[src/rtl/multicycle_sequencer.sv]
// Multi-cycle instruction sequencer: steps each instruction through FETCH/DECODE/EXEC/MEM/WB,
// handshakes with the instruction and data memories and gates the decoder's strobes into the datapath.
module multicycle_sequencer #(
  parameter int XLEN        = 32,
  parameter int MEM_TIMEOUT = 15
) (
  input  logic            clk,
  input  logic            rst,
  input  logic            run,
  output logic            imem_req,
  input  logic            imem_ack,
  input  logic [XLEN-1:0] imem_rdata,
  output logic [XLEN-1:0] instr,
  input  logic            dec_RegWEn,
  input  logic            dec_MemRw,
  input  logic            dec_PCSel,
  output logic            dmem_req,
  output logic            dmem_we,
  input  logic            dmem_ack,
  output logic            RegWEn,
  output logic            PCWEn,
  output logic            PCSel,
  output logic            retired,
  output logic [31:0]     instret,
  output logic            bus_err,
  output logic [2:0]      state
);

  localparam logic [2:0] S_IDLE   = 3'd0;
  localparam logic [2:0] S_FETCH  = 3'd1;
  localparam logic [2:0] S_DECODE = 3'd2;
  localparam logic [2:0] S_EXEC   = 3'd3;
  localparam logic [2:0] S_MEM    = 3'd4;
  localparam logic [2:0] S_WB     = 3'd5;
  localparam logic [2:0] S_ERR    = 3'd6;

  localparam logic [6:0] OP_LOAD  = 7'b0000011;
  localparam logic [6:0] OP_STORE = 7'b0100011;

  // Eight bits covers the full 1..255 timeout range.
  localparam logic [7:0] TIMEOUT_LIM = 8'(MEM_TIMEOUT);

  logic [2:0]      state_reg, state_next;
  logic [7:0]      wait_cnt_reg, wait_cnt_next;
  logic [XLEN-1:0] instr_reg;
  logic [31:0]     instret_reg;
  logic            bus_err_reg;

  logic wait_expired;
  logic is_mem_op;
  logic is_legal;

  assign wait_expired = (wait_cnt_reg == TIMEOUT_LIM);
  assign is_mem_op    = (instr_reg[6:0] == OP_LOAD) || (instr_reg[6:0] == OP_STORE);
  assign is_legal     = (instr_reg[1:0] == 2'b11);

  // An ack in the cycle the counter hits the limit is checked first, so it wins.
  always_comb begin
    state_next    = state_reg;
    wait_cnt_next = wait_cnt_reg;
    case (state_reg)
      S_IDLE: begin
        if (run) begin
          state_next    = S_FETCH;
          wait_cnt_next = 8'd0;
        end
      end
      S_FETCH: begin
        if (imem_ack) begin
          state_next = S_DECODE;
        end else if (wait_expired) begin
          state_next = S_ERR;
        end else begin
          wait_cnt_next = wait_cnt_reg + 8'd1;
        end
      end
      S_DECODE: begin
        state_next = is_legal ? S_EXEC : S_ERR;
      end
      S_EXEC: begin
        if (is_mem_op) begin
          state_next    = S_MEM;
          wait_cnt_next = 8'd0;
        end else begin
          state_next = S_WB;
        end
      end
      S_MEM: begin
        if (dmem_ack) begin
          state_next = S_WB;
        end else if (wait_expired) begin
          state_next = S_ERR;
        end else begin
          wait_cnt_next = wait_cnt_reg + 8'd1;
        end
      end
      S_WB: begin
        if (run) begin
          state_next    = S_FETCH;
          wait_cnt_next = 8'd0;
        end else begin
          state_next = S_IDLE;
        end
      end
      S_ERR: begin
        state_next = S_ERR;
      end
      default: begin
        state_next = S_ERR;
      end
    endcase
  end

  always_ff @(posedge clk) begin
    if (rst) begin
      state_reg    <= S_IDLE;
      wait_cnt_reg <= 8'd0;
      instr_reg    <= '0;
      instret_reg  <= 32'd0;
      bus_err_reg  <= 1'b0;
    end else begin
      state_reg    <= state_next;
      wait_cnt_reg <= wait_cnt_next;
      if (state_reg == S_FETCH && imem_ack) begin
        instr_reg <= imem_rdata;
      end
      if (state_reg == S_WB) begin
        instret_reg <= instret_reg + 32'd1;
      end
      if (state_next == S_ERR) begin
        bus_err_reg <= 1'b1;
      end
    end
  end

  logic in_wb;
  logic in_mem;
  assign in_wb  = (state_reg == S_WB);
  assign in_mem = (state_reg == S_MEM);

  assign imem_req = (state_reg == S_FETCH);
  assign dmem_req = in_mem;
  assign dmem_we  = in_mem & dec_MemRw;
  assign RegWEn   = in_wb & dec_RegWEn;
  assign PCWEn    = in_wb;
  assign PCSel    = in_wb & dec_PCSel;
  assign retired  = in_wb;
  assign instr    = instr_reg;
  assign instret  = instret_reg;
  assign bus_err  = bus_err_reg;
  assign state    = state_reg;

endmodule
[config.mk]
export PLATFORM = sky130hd
export DESIGN_NAME = multicycle_sequencer
export DESIGN_NICKNAME = d
export VERILOG_FILES = /design/src/rtl/multicycle_sequencer.sv
export SDC_FILE = /design/constraint.sdc
export NUM_CORES = 1
export LEC_CHECK = 0
export CAP_MARGIN = 10
export CORE_ASPECT_RATIO = 1.75
export CORE_MARGIN = 2
export CORE_UTILIZATION = 46
export CTS_CLUSTER_SIZE = 14
export DETAILED_ROUTE_END_ITERATION = 12
export PLACE_DENSITY = 0.82
export SLEW_MARGIN = 25
export SYNTH_ARGS = -nofsm -noshare
export SYNTH_HDL_FRONTEND = slang
export SYNTH_SLANG_ARGS = --single-unit
[constraint.sdc]
create_clock -name clk -period 3.8 [get_ports clk]
set_clock_uncertainty 0.2 [all_clocks]
set_input_delay 0.57 -clock clk [delete_from_list [all_inputs] [get_ports clk]]
set_output_delay 0.57 -clock clk [all_outputs]
set_load 0.005 [all_outputs]
==> impl_metrics.ini <==
[status]
status = finished clean

[clocking]
cts.sinks = 76
hold_buffers = 0
cts_resized = 0
postCtsSetupBuffers = 0
cts_tree = yes
cts_root_buf = clkbuf_16
cts_buffers = 9
clkLatencyLatePin_ns = 0.33
path_clk_slew_ns = 0.06
cts_buffer_depth = 2
h-tree-depth = 3

[grt]
grt_use_total = 0.228
grt_pass1_vias = 2954
grt_pass1_wl_mm = 13.7
antenna_found_initial = 0
grt_overflow = 0
grt_max_degree = 60

[synthesis]
syn-num-nets = 447
synth_cell_types = 47
synth-main-ff-cell = dfxtp_1
ys_seq_elements = 76
async_flop_share = 0
yosys_warnings = 0
syn-cell-area_um2 = 3320
syn_avg_cell_area_um2 = 8.19
synth_edf_count = 0
postSynthCellCount = 405
ys_seq_area_frac = 0.459

[run]
drv_cap = 0

[sta]
setup-tns-final_ns = 0
period_share = 0.775
setup-violations-final = 0
relSlewSlack = 0.590
whs_ns = 0.254
fmax_ghz = 0.340
period_minus_slack_ns = 2.94
hold_violations = 0
worst_pin_slew_ns = 0.615
rsz0062_at_grt = no
final_max_slew_viol_count = 0

[setup_path]
path_cells = nand3b_1 -> inv_1 -> clkdlybuf4s50_1
cpPeakStageDelay_ns = 0.68
slowest_stage = dfxtp_1
endpoint_kind = primary output
rr_startpoint = state[1]
crit_family = buffers and inverters
crit_type = register to primary output
crit_fanout = 19
crit_arrival_ns = 2.17
path_buf_inv = 2
startpoint = state[2]
startpoint_type = register
required_ns = 3.03

[place]
dpl.hpwl_mm = 6.24
globalplace.congestion = 0.808
place_area_um2 = 4500
portBuffers = 114

[floorplan]
dieWidth_um = 68.2
start_util = 0.469
fp.dieArea_um2 = 7930
die_h_um = 116
core-area_um2 = 7080
pin_count = 115
rows = 41

[pwr]
p_leak_nw = 1.66
ir_worst_vdd_v = 0.000294
power.density_nw_per_um2 = 396

[drt]
drt-met1-wl_mm = 3.43
vias = 3243
wl_per_cell_um = 14.6
top_layer = met4
drt.antenna.violating_nets = 0
drc = 0
wl_met2_mm = 4.90
wl_met3_um = 333
totalWireLength_mm = 8.84
drtIter0Drc = 210
viasPerCell = 5.37
dr.pass1.iters = 4

[hold_path]
worstHoldPathType = register to register
hp-start = instr[7]

[finish]
fillers = 622
post-route-cell-area_um2 = 4810
syn2layout_area_growth_pct = 44.9
fin_nets = 555
final_layout_size_suffix_gt1_frac = 0.0541
n_antenna_cell = 0
[Yosys cell counts, types with 3 or more instances]
master / count / area (um^2)
a21oi_1: 46 / 230
and3_1: 7 / 43.8
and4_1: 3 / 26.3
clkbuf_1: 15 / 56.3
dfxtp_1: 76 / 1520
inv_1: 8 / 30.0
nand2_1: 83 / 312
nand2b_1: 3 / 18.8
nand3_1: 16 / 80.1
nand4_1: 17 / 106
nor2_1: 36 / 135
nor2b_1: 3 / 18.8
nor3_1: 4 / 20.0
nor4_1: 5 / 31.3
o21ai_0: 10 / 50.1
or3_1: 8 / 50.1
xnor2_1: 7 / 61.3
xor2_1: 22 / 193
[worst register-to-register path, stage by stage (launching register included)]
cell and delay, ns:
dfxtp_1 0.67, and4bb_1 0.32, a2111oi_4 0.36, nand4_2 0.32
o31a_1 0.38, o21a_1 0.18
[layer usage]
| metal | track usage | up-vias |
|---|---|---|
| met1 | 0.246 | 1541 |
| li1 | - | 1604 |
| met4 | 0.120 | 0 |
| met2 | 0.401 | 84 |
| met3 | 0.0520 | 14 |
| met5 | 0 | - |
[per-stage QoR]
stage,utilization,std cells,power (mW),setup slack (ns)
5_1_grt,0.679,604,1.98,0.721
6_report,0.679,604,1.90,0.857
4_1_cts,0.678,604,1.93,0.837
3_3_place_gp,0.635,588,1.06,0.997
3_5_place_dp,0.635,588,1.07,0.941
2_1_floorplan,-,405,0.962,1.56
[cell families (layout without fill, tap and decap cells)]
logic type,count (synthesis),after routing,share of synthesized area
AOI/OAI and AO/OA,68,68,0.119
xor gates and xnor gates,29,29,0.0766
adders and majority gates,2,2,0.00754
buffers and inverters,29,142,0.0392
DFF,76,76,0.459
and+or+nand+nor,201,201,0.299
[cell usage in the layout (no fill, tap or decap), drive strengths merged, types with 2 or more instances in the layout]
master	instances
clkinv	2
o21ai	11
a21oi	46
or4	2
or3	8
and4	3
nor3b	2
nor2	36
clkdlybuf4s50	113
nor4	6
nand4	18
buf	5
nand3	16
nand2b	3
nor3	5
nor2b	3
dfxtp	76
xnor2	7
nand2	83
or2	2
ha	2
xor2	22
and3	7
inv	8
and3b	2
clkbuf	12
[path summary, 6_finish.rpt]
check / slack [ns] / endpoint / cells after the start
worst max-delay path: 0.86 / PCWEn / 3
worst min-delay path: 0.25 / instr[7] / 2
worst max register to register: 1.27 / wait_cnt_reg[7] / 5
worst min register to register: 0.25 / instr[7] / 2
[power by group]
group	total [mW]	internal, mW	switching (mW)	leakage, nW
clock network	0.852	0.542	0.311	0.149
logic	0.207	0.111	0.0953	0.898
registers	0.846	0.820	0.0260	0.614
[layout make-up]
class	instances	area, um^2	area share
Multi-Input combinational cell	300	1670	0.348
Sequential cell	76	1520	0.317
Timing Repair Buffer	118	1170	0.243
Clock buffer	12	256	0.0534
Tap cell	86	108	0.0224
Clock inverter	4	47.5	0.00989
Inverter	8	30.0	0.00625
No activity file was read; power rests on OpenSTA's default activity.
